File: config.mk
export PLATFORM = sky130hd
export DESIGN_NAME = matrix_result_sink
export DESIGN_NICKNAME = d
export VERILOG_FILES = /design/src/rtl/matrix_result_sink.sv
export SDC_FILE = /design/constraint.sdc
export NUM_CORES = 1
export LEC_CHECK = 0
export CAP_MARGIN = 20
export CORE_ASPECT_RATIO = 1.75
export CORE_UTILIZATION = 45
export CTS_CLUSTER_DIAMETER = 150
export CTS_CLUSTER_SIZE = 16
export DETAILED_ROUTE_END_ITERATION = 10
export MAX_ROUTING_LAYER = met4
export PLACE_DENSITY_LB_ADDON = 0.25
export SETUP_SLACK_MARGIN = 0.05
export SLEW_MARGIN = 20
export SYNTH_ARGS = -nofsm -noshare
export SYNTH_HDL_FRONTEND = slang
export SYNTH_SLANG_ARGS = --single-unit
export TNS_END_PERCENT = 100
File: constraint.sdc
create_clock -name clk -period 5 [get_ports clk]
set_input_delay 1.25 -clock clk [delete_from_list [all_inputs] [get_ports clk]]
set_output_delay 1.25 -clock clk [all_outputs]
set_load 0.005 [all_outputs]
File: src/rtl/matrix_result_sink.sv
// Result buffer between a matrix multiplier and a ready/valid consumer.
// Collects up to max_size*max_size words for a job, then drains them row-major with row/col tags.
module matrix_result_sink #(
    parameter int unsigned max_size = 6
) (
    input  logic               clk,
    input  logic               rst,
    input  logic [3:0]         sizes,
    input  logic               wen,
    input  logic signed [31:0] wdata,
    input  logic               finish,
    output logic               out_valid,
    input  logic               out_ready,
    output logic [31:0]        out_data,
    output logic [2:0]         out_row,
    output logic [2:0]         out_col,
    output logic               out_last,
    output logic               done,
    output logic               err_ovf,
    output logic               err_cnt,
    output logic [1:0]         state
);

    localparam int unsigned DEPTH = max_size * max_size;
    localparam int unsigned PW    = $clog2(DEPTH + 1);
    localparam logic [3:0]  MAX_N = 4'(max_size);

    typedef enum logic [1:0] {
        IDLE    = 2'd0,
        COLLECT = 2'd1,
        DRAIN   = 2'd2,
        DONE    = 2'd3
    } state_t;

    state_t         state_q, state_d;
    logic [PW-1:0]  wr_ptr_q, wr_ptr_d;
    logic [PW-1:0]  rd_ptr_q, rd_ptr_d;
    logic [PW-1:0]  cnt_q, cnt_d;
    logic [PW-1:0]  exp_q, exp_d;
    logic [3:0]     n_q, n_d;
    logic           out_valid_q, out_valid_d;
    logic [31:0]    out_data_q, out_data_d;
    logic [2:0]     out_row_q, out_row_d;
    logic [2:0]     out_col_q, out_col_d;
    logic           out_last_q, out_last_d;
    logic           done_q, done_d;
    logic           err_ovf_q, err_ovf_d;
    logic           err_cnt_q, err_cnt_d;

    logic [31:0]    mem [DEPTH];
    logic           mem_we;
    logic [PW-1:0]  mem_waddr;
    logic [31:0]    mem_wdata;

    logic [3:0]     n_in;
    logic [PW-1:0]  exp_in;
    logic [PW-1:0]  wr_next;
    logic [PW-1:0]  rd_next;

    always_comb begin
        n_in   = (sizes > MAX_N) ? MAX_N : sizes;
        exp_in = PW'(n_in) * PW'(n_in);
    end

    always_comb begin
        state_d     = state_q;
        wr_ptr_d    = wr_ptr_q;
        rd_ptr_d    = rd_ptr_q;
        cnt_d       = cnt_q;
        exp_d       = exp_q;
        n_d         = n_q;
        out_valid_d = out_valid_q;
        out_data_d  = out_data_q;
        out_row_d   = out_row_q;
        out_col_d   = out_col_q;
        out_last_d  = out_last_q;
        done_d      = 1'b0;
        err_ovf_d   = err_ovf_q;
        err_cnt_d   = err_cnt_q;
        mem_we      = 1'b0;
        mem_waddr   = wr_ptr_q;
        mem_wdata   = wdata;
        wr_next     = wr_ptr_q;
        rd_next     = rd_ptr_q + PW'(1);

        case (state_q)
            IDLE: begin
                n_d   = n_in;
                exp_d = exp_in;
                // finish wins over a coincident wen: an IDLE finish always drains zero words
                if (finish) begin
                    state_d     = DRAIN;
                    cnt_d       = '0;
                    rd_ptr_d    = '0;
                    out_valid_d = 1'b0;
                    out_last_d  = 1'b0;
                    if (exp_in != '0) err_cnt_d = 1'b1;
                end else if (wen) begin
                    mem_we    = 1'b1;
                    mem_waddr = '0;
                    wr_ptr_d  = PW'(1);
                    err_ovf_d = 1'b0;
                    err_cnt_d = 1'b0;
                    state_d   = COLLECT;
                end
            end
            COLLECT: begin
                if (wen) begin
                    if (wr_ptr_q < exp_q) begin
                        mem_we  = 1'b1;
                        wr_next = wr_ptr_q + PW'(1);
                    end else begin
                        err_ovf_d = 1'b1;
                    end
                end
                wr_ptr_d = wr_next;
                if (finish) begin
                    state_d     = DRAIN;
                    cnt_d       = wr_next;
                    rd_ptr_d    = '0;
                    if (wr_next != exp_q) err_cnt_d = 1'b1;
                    out_valid_d = (wr_next != '0);
                    out_data_d  = mem[0];
                    out_row_d   = '0;
                    out_col_d   = '0;
                    out_last_d  = (wr_next == PW'(1));
                end
            end
            DRAIN: begin
                if (wen) err_ovf_d = 1'b1;
                // out_valid low in DRAIN only happens for an empty job
                if (!out_valid_q) begin
                    state_d = DONE;
                    done_d  = 1'b1;
                end else if (out_ready) begin
                    if (out_last_q) begin
                        out_valid_d = 1'b0;
                        out_last_d  = 1'b0;
                        state_d     = DONE;
                        done_d      = 1'b1;
                    end else begin
                        rd_ptr_d   = rd_next;
                        out_data_d = mem[rd_next];
                        if ({1'b0, out_col_q} == n_q - 4'd1) begin
                            out_col_d = '0;
                            out_row_d = out_row_q + 3'd1;
                        end else begin
                            out_col_d = out_col_q + 3'd1;
                        end
                        out_last_d = (rd_next == cnt_q - PW'(1));
                    end
                end
            end
            DONE: begin
                if (wen) err_ovf_d = 1'b1;
                wr_ptr_d = '0;
                state_d  = IDLE;
            end
            default: state_d = IDLE;
        endcase
    end

    always_ff @(posedge clk or posedge rst) begin
        if (rst) begin
            state_q     <= IDLE;
            wr_ptr_q    <= '0;
            rd_ptr_q    <= '0;
            cnt_q       <= '0;
            exp_q       <= '0;
            n_q         <= '0;
            out_valid_q <= 1'b0;
            out_data_q  <= '0;
            out_row_q   <= '0;
            out_col_q   <= '0;
            out_last_q  <= 1'b0;
            done_q      <= 1'b0;
            err_ovf_q   <= 1'b0;
            err_cnt_q   <= 1'b0;
        end else begin
            state_q     <= state_d;
            wr_ptr_q    <= wr_ptr_d;
            rd_ptr_q    <= rd_ptr_d;
            cnt_q       <= cnt_d;
            exp_q       <= exp_d;
            n_q         <= n_d;
            out_valid_q <= out_valid_d;
            out_data_q  <= out_data_d;
            out_row_q   <= out_row_d;
            out_col_q   <= out_col_d;
            out_last_q  <= out_last_d;
            done_q      <= done_d;
            err_ovf_q   <= err_ovf_d;
            err_cnt_q   <= err_cnt_d;
        end
    end

    always_ff @(posedge clk) begin
        if (mem_we) mem[mem_waddr] <= mem_wdata;
    end

    assign out_valid = out_valid_q;
    assign out_data  = out_data_q;
    assign out_row   = out_row_q;
    assign out_col   = out_col_q;
    assign out_last  = out_last_q;
    assign done      = done_q;
    assign err_ovf   = err_ovf_q;
    assign err_cnt   = err_cnt_q;
    assign state     = state_q;

endmodule

### Yosys cells after proc, flatten, opt, wreduce, memory -nomap -nowiden

Memory sizes are Yosys's and may differ from the RTL's.
Index checks and enable logic that the tools add are counted.

* flip-flop bits (word level): 73
* bits in writable memories: 1152
* output and inout bits: 45
* logic and storage cells: 141
* memories kept: 1

* add/subtract/negate cells: 6
* multiply operators: 1
* order comparisons: 2
* eq/ne operators: 24
* mux-type cells: 73
* reduce and logical (&&, ||, !) cells: 20

Memory list
* mem: words 36, width 32, rd ports 2, clocked after memory_dff 0, wr ports 1, line 50 `logic [31:0] mem [DEPTH];`

Operators by type and width (count)
* 32-bit two-way mux: 4
* 6-bit two-way mux: 13
* 32-bit case mux with 2 select lines: 1
* 1-bit two-way mux: 28
* 3-bit two-way mux: 9
* 5-bit AND reduction: 5
* 6-bit case mux with 2 select lines: 2
* 2-bit != test (second input constant): 11
* 6-bit case mux with 3 select lines: 1
* 6-bit by 1-bit adder with 6-bit output (second input constant): 2
* 2-bit two-way mux: 6
* 3-bit != test (second input constant): 4
* 3-bit case mux with 2 select lines: 2
* 6-bit nonzero test: 2
* 1-bit case mux with 3 select lines: 3
* 3-bit AND reduction: 3
* 2-bit case mux with 4 select lines: 1
* 3-bit by 1-bit adder with 3-bit output (second input constant): 2
* 6-bit by 1-bit == test with 1-bit output (second input constant): 1
* 6-bit == test: 1
* 6-bit less-than comparator: 1
* 4-bit by 4-bit multiplier with 6-bit output: 1
* 6-bit != test: 1
* 6-bit AND reduction: 1
* other kinds (14): 21

### Logic depth before layout (Yosys ltp)

Gate-level depths: netlist of run 1.

* depth in word-level cells: 8
* mapped depth: 10
* mapped depth without buffers: 9

### Worst setup path before layout of run 1

Ideal clock, no wire load.

* kind: input port to flip-flop
* start point: in finish
* end point: mem mem[15][0], enable pin
* arrival: 4.497 ns
* required time: 4.539 ns
* path slack: 0.042 ns
* cell stages on the path: 8
* cell sequence: clkbuf_1 -> inv_1 -> and3_1 -> nor2_1 -> nand3b_1 -> inv_1 -> nand2_1 -> nor3_1

* longest elaborated chain between the ends: 4

RTL lines
* start: declaration: line 11 `input logic finish,`
* 1-bit two-way mux: line 91 `if (finish) begin`
* 1-bit case mux with 2 select lines: line 86 `case (state_q)`
* 1-bit two-way mux: line 198 `if (mem_we) mem[mem_waddr] <= mem_wdata;`
* 1-bit two-way mux (implied by the code): line 198
* end: declaration: line 50

Several ways; a longest one is shown, not always the timed one.

### Worst setup path in the final report of run 1

* start point: reg rd_ptr_q[0]
* end point: reg out_data_q[10] (netlist: out_data[10])

* longest elaborated chain between the ends: 6

RTL lines
* start: declaration: line 37 `logic [PW-1:0] rd_ptr_q, rd_ptr_d;`
* start signal: assignment: line 182 `rd_ptr_q <= rd_ptr_d;`
* 6-bit by 1-bit adder with 6-bit output: line 84 `rd_next = rd_ptr_q + PW'(1);`
* memory read 36 x 32 bit
* 32-bit two-way mux: line 136 `if (out_last_q) begin`
* 32-bit two-way mux: line 135 `end else if (out_ready) begin`
* 32-bit two-way mux: line 132 `if (!out_valid_q) begin`
* 32-bit case mux with 2 select lines: line 86
* end signal: assignment: line 187 `out_data_q <= out_data_d;`
* end: declaration: line 42 `logic [31:0] out_data_q, out_data_d;`

Every way passes these cells. The select of a mux whose other input is x is not followed.
A chain may end at the register's enable or synchronous reset.

==> results of run 1 <==
worst max path at each step:
stage                                     to                    start  cells past startpoint  slack, ns
CTS                 out_data[28]$_DFFE_PP0P_  rd_ptr_q[0]$_DFFE_PP0P_                      8       1.26
floorplan                mem[8][0]$_DFFE_PP_                   finish                      8       0.67
detailed placement     mem[24][25]$_DFFE_PP_                   finish                      6       0.62
global route        out_data[28]$_DFFE_PP0P_  rd_ptr_q[0]$_DFFE_PP0P_                      8       1.13
finish              out_data[10]$_DFFE_PP0P_  rd_ptr_q[0]$_DFFE_PP0P_                      8       1.31
global placement       mem[24][12]$_DFFE_PP_                   finish                      6       0.69
cells in the mapped netlist, types with 3 or more instances:
library cell	instances	area, sq um
a21oi_1	14	70.1
a22o_1	38	333
a31oi_1	32	200
a32oi_1	64	561
and3_1	4	25.0
buf_1	11	41.3
buf_2	28	140
buf_4	4	30.0
buf_6	32	360
clkbuf_1	64	240
dfrtp_1	71	1780
edfxtp_1	1152	34600
ha_1	18	225
inv_1	21	78.8
mux2i_1	36	360
mux4_2	288	6490
nand2_1	276	1040
nand2b_1	3	18.8
nand3_1	46	230
nand3b_1	4	30.0
nand4_1	4	25.0
nor2_1	128	480
nor2b_1	4	25.0
nor3_1	10	50.1
nor4b_1	3	26.3
o21ai_0	36	180
o31ai_1	4	30.0
or3_1	4	25.0
xnor2_1	19	166
xor2_1	9	78.8
worst max-delay path, cell delays in order (launching register included):
cell,delay [ns]
dfrtp_4,0.63
ha_4,0.79
buf_12,0.31
mux4_2,0.39
mux2i_1,0.34
a32oi_1,0.21
a32oi_1,0.42
nand2_1,0.11
a22o_1,0.22
registers in the layout, indices dropped and copies added (netlist names), 2 cells and up:
register  count
mem        1152
out_data     32
cnt_q         6
rd_ptr_q      6
wr_ptr_q      6
exp_q         5
n_q           3
out_col       3
out_row       3
state         2
kinds of logic (layout without fill, tap and decap cells):
family / after synthesis / count (layout) / share of synthesized area [%]
XOR/XNOR: 31 / 31 / 0.636
AND/OR/NAND/NOR: 496 / 496 / 4.25
flip-flops: 1223 / 1223 / 75.4
adder cells (fa/ha/maj): 18 / 18 / 0.467
multiplexers: 326 / 326 / 14.2
buffers and inverters: 161 / 322 / 1.86
AO/OA/AOI/OAI: 204 / 204 / 3.12
other: 1 / 5 / 0.00778
layer usage:
metal	global-route usage, %	part of all wire, %	vias to the layer above
met5	-	0	-
li1	-	-	10100
met2	43.5	54	963
met3	2.98	5.1	201
met1	28.6	36	13100
met4	11.7	4.9	0
final cells by class:
class                   count  share of cell area [%]
multi-input cells        1076                    21.2
clock buffers             132                    4.47
diodes                      4                  0.0187
flip-flops and latches   1223                    68.0
inverters                  21                   0.150
well taps                1360                    3.18
repair buffers            168                    2.99
clock inverters             1                  0.0211
power by group through the flow:
stage	Clock (mW)	Combinational, mW	Sequential [mW]
floorplan	0	5.08	11.9
global placement	0	7.65	12.1
detailed placement	0	7.74	12.1
CTS	6.72	7.77	11.9
global route	7.04	8.11	11.9
finish	6.61	7.67	11.9
==> results.toml, run 1 <==
[yosys]
synth_edf_count = 1152
yosysSeqAreaShare_pct = 75.4
netlist_area_sq_mm = 0.0482
synth_ff_type = "edfxtp_1"
ys_warn_count = 0
syn_nets = 2519
synthArstFlopShare_pct = 5.81
synth_area_per_cell_sq_um = 19.6
synth-seq-cells = 1223
ys_types = 55
syn_inst = 2460

[global_routing]
grt_max_degree = 76
grt_pass1_vias = 25000
antenna_found_initial = 5
track_usage_pct = 24.9
grt.overflow.total = 0
grt_pass1_wl_um = 184000

[timing]
setup_viol = 0
min_period_ns = 3.69
timing.fmax_mhz = 271
rsz0062_at_grt = "no"
timing.hold.ws_ns = 0.490
finalCritPeriodShare_pct = 73.8
slew_violations = 0
worst_pin_slew_ns = 1.11
layout_setup_ws_ns = 1.31
final.setup.tns_ns = 0
finClkSkew_ns = 0.0339
slew_headroom_pct = 26.1
hold_viol = 0

[layout]
final_cells = 3985
design_area_sq_mm = 0.0535
seq_area_sq_mm = 0.0364
multiInputGateArea_sq_mm = 0.0113
drive_gt1_share_pct = 21.1
fill_cells = 8350
syn2layout_area_growth_pct = 10.9
layout.nets = 2635
layout_commonest_cell = "edfxtp_1"
final_cell_mix = "edfxtp_1 (1152), mux4_2 (288), nand2_1 (275), nor2_1 (94), clkbuf_16 (89)"
fin_util_pct = 50.4

[setup_path]
crit_fanout = 35
critPathRequiredTime_ns = 5.58
timing_worst_setup_path_type = "register to register"
r2r_start = "rd_ptr_q[0]$_DFFE_PP0P_"
rrSetupSlack_ns = 1.31
crit_arrival_ns = 4.27
reg2reg_depth = 8
rr_endpoint = "out_data[10]$_DFFE_PP0P_"
critPathLaunchType = "register"
critPathCaptureType = "register"

[routing]
viasPerCell = 6.13
vias = 24400
final_antenna_net_count = 0
wl_um = 129000
drt-pass1-iter-count = 5
drt_iter0_drc = 2310
wire_per_inst_um = 32.5
drc = 0

[cts]
clockRootBuffer = "clkbuf_16"
clk_pin_slew_worst_paths_ns = 0.08
post_cts_buffers = 0
clock-sinks = 1223
cts.repair.resized = 0
htree_levels = 3
cts_tree = "done"
worst_skew_pair.late_latency_ns = 0.70
ctsHoldBuffers = 0
numCtsBuffers = 86
cts_buffer_depth = 3

[pwr]
p_leak_nw = 16.6
p_seq_share_pct = 45.5
intPower_mw = 18.1
power_switching_mw = 8.06
finalPower_mw = 26.2
p_clk_share_pct = 25.3
vdd_drop_max_mv = 0.331
p_per_area_mw_per_mm2 = 490
power.share.switching_pct = 30.8
p_comb_share_pct = 29.3

[die]
die_area_sq_mm = 0.109
die_h_um = 435
fp.dieW_um = 249
coreArea_sq_mm = 0.106
std_cell_rows = 158
io_pins = 86
start_util_pct = 45.4

[place]
place_hpwl_um = 82400
place_area_sq_mm = 0.0510
gp_congestion = 0.870
io_buffers = 85
dp_slack_ns = 0.617
placed_cells = 3846

[hold_path]
hp-class = "register to register"
holdPathStages = 2
min_from = "err_ovf$_DFFE_PP0P_"
whs_endpoint = "err_ovf$_DFFE_PP0P_"

[run]
maxCapViolations = 0

[run_status]
status = "complete, no violations"
Power figures use the tool's default switching activity.
==> run 2, diff against run 1 <==
Clock period 5 ns to 3 ns, I/O delays scaled along.
==> run 2 against run 1 <==
Flip-flop and latch count unchanged; critical endpoint is now out_data[30]$_DFFE_PP0P_; die area did not move; highest routed layer unchanged; setup slack lost 1.2 ns; critical path type unchanged; register-to-register slack worse by 1.2 ns; sequential power rose by 66%; via count up 1.6%.
==> results.toml, run 2 (same netlist as run 1, synthesis figures left out) <==
[run_status]
status = "complete, no violations"

[routing]
viasPerCell = 5.93
drt-pass1-iter-count = 5
final_antenna_net_count = 0
vias = 24800
drc = 0
drt_iter0_drc = 2283
wl_um = 125000
wire_per_inst_um = 29.9

[pwr]
power_switching_mw = 13.5
vdd_drop_max_mv = 0.532
intPower_mw = 31.4
p_per_area_mw_per_mm2 = 803
p_leak_nw = 17.7
p_seq_share_pct = 44.0
p_clk_share_pct = 25.0
p_comb_share_pct = 31.0
power.share.switching_pct = 30.0

[die]
die_area_sq_mm = 0.109
fp.dieW_um = 249
coreArea_sq_mm = 0.106
start_util_pct = 45.4
die_h_um = 435
io_pins = 86
std_cell_rows = 158

[global_routing]
track_usage_pct = 24.3
grt_pass1_wl_um = 183000
grt_max_degree = 48
antenna_found_initial = 1
grt_pass1_vias = 26500
grt.overflow.total = 0

[setup_path]
critPathTopFamily = "multiplexers"
cp_cell_sequence = "ha_4, buf_4, buf_12, mux4_2, mux2i_1, a32oi_1, a32oi_1, buf_4, nand2_1, a22o_1"
critPathRequiredTime_ns = 3.57
critPathCaptureType = "register"
crit_slowest_cell = "dfrtp_4"
timing_worst_setup_path_type = "register to register"
max_stage_delay_ns = 0.53
cp_num_buf_inv = 3
crit_arrival_ns = 3.42
critPathLaunchType = "register"
crit_fanout = 28

[timing]
worst_pin_slew_ns = 0.674
slew_violations = 0
hold_viol = 0
min_period_ns = 2.84
slew_headroom_pct = 54.7
finalCritPeriodShare_pct = 94.8
layout_setup_ws_ns = 0.157
rsz0062_at_grt = "no"
setup_viol = 0
finClkSkew_ns = 0.0316
timing.fmax_mhz = 352

[cts]
htree_levels = 3
numCtsBuffers = 86
clock-sinks = 1223
cts_buffer_depth = 3
ctsHoldBuffers = 0
cts_tree = "done"
worst_skew_pair.late_latency_ns = 0.70
clk_pin_slew_worst_paths_ns = 0.07
clockRootBuffer = "clkbuf_16"

[place]
dp_slack_ns = -0.164
placed_cells = 4033
io_buffers = 85
place_hpwl_um = 83500
gp_congestion = 0.863

[layout]
layout.nets = 2822
largest_register = "mem"
seq_area_sq_mm = 0.0364
final_cells = 4189
drive_gt1_share_pct = 25.4
syn2layout_area_growth_pct = 15.9
final_cell_mix = "edfxtp_1 (1152), mux4_2 (288), nand2_1 (274), buf_4 (189), nor2_1 (92)"
layout_commonest_cell = "edfxtp_1"
multiInputGateArea_sq_mm = 0.0113
fill_cells = 8140
largest_reg_flops = 1152

[hold_path]
hp-class = "input port to asynchronous set/reset pin"

[run]
maxCapViolations = 0
[run 2: cell count changes in the layout (fill, tap and decap cells not counted), moves of 2 or more]
cell	previous run	this run
clkdlybuf4s50_1	53	85
inv_6	0	4
buf_2	32	0
buf_12	21	81
buf_4	61	189
clkbuf_1	43	59
diode_2	4	1
nor2_1	94	92
[run 2: power groups by stage]
stage	Clock (mW)	Sequential, mW	Combinational [mW]
global route	12.0	19.8	14.8
floorplan	0	19.9	8.50
detailed placement	0	20.2	14.1
finish	11.2	19.8	13.9
global placement	0	20.1	13.9
CTS	11.4	19.8	14.1
[run 2: timing repair]
| item | CTS | global route |
|---|---|---|
| setup endpoints to repair | 0 | 57 |
| setup buffers | 0 | 2 |
| gates resized for setup | 0 | 2 |
[run 2: layout make-up]
cell class              instances  share of cell area, %
inverters                      21                  0.143
diodes                          1                0.00448
clock inverters                 5                 0.0828
repair buffers                355                   6.96
well taps                    1360                   3.04
clock buffers                 148                   4.38
multi-input cells            1076                   20.3
flip-flops and latches       1223                   65.1
[run 2: through the flow]
step	hold slack, ns	total power [mW]	TNS [ns]	area, sq um	utilization [%]
final	0.404	44.9	0	55900	52.7
after global placement	0.469	34.0	-20.45	53400	50.3
after global routing	0.436	46.6	0	55900	52.7
after detailed placement	0.477	34.2	-13.68	53400	50.3
after floorplan	0.469	28.4	-156.97	48400	-
after CTS	0.392	45.3	0	55900	52.6
[run 2: path summary, 6_finish.rpt]
check	start	end	slack, ns	cells past startpoint
min	rst	out_data[2]$_DFFE_PP0P_	0.40	2
max in group asynchronous	rst	rd_ptr_q[0]$_DFFE_PP0P_	1.91	3
min reg2reg	err_ovf$_DFFE_PP0P_	err_ovf$_DFFE_PP0P_	0.49	2
max	rd_ptr_q[0]$_DFFE_PP0P_	out_data[30]$_DFFE_PP0P_	0.16	10
max reg2reg	rd_ptr_q[0]$_DFFE_PP0P_	out_data[30]$_DFFE_PP0P_	0.16	10
min in group clk	err_ovf$_DFFE_PP0P_	err_ovf$_DFFE_PP0P_	0.49	2
[run 2: metal layers]
layer	wire (um)	up-vias	global-route usage, %	part of all wire, %
li1	-	10500	-	-
met4	4500	0	9.16	3.6
met3	5500	205	2.38	4.4
met2	68200	848	43.0	55
met1	46800	13200	28.6	37
met5	0	-	-	0
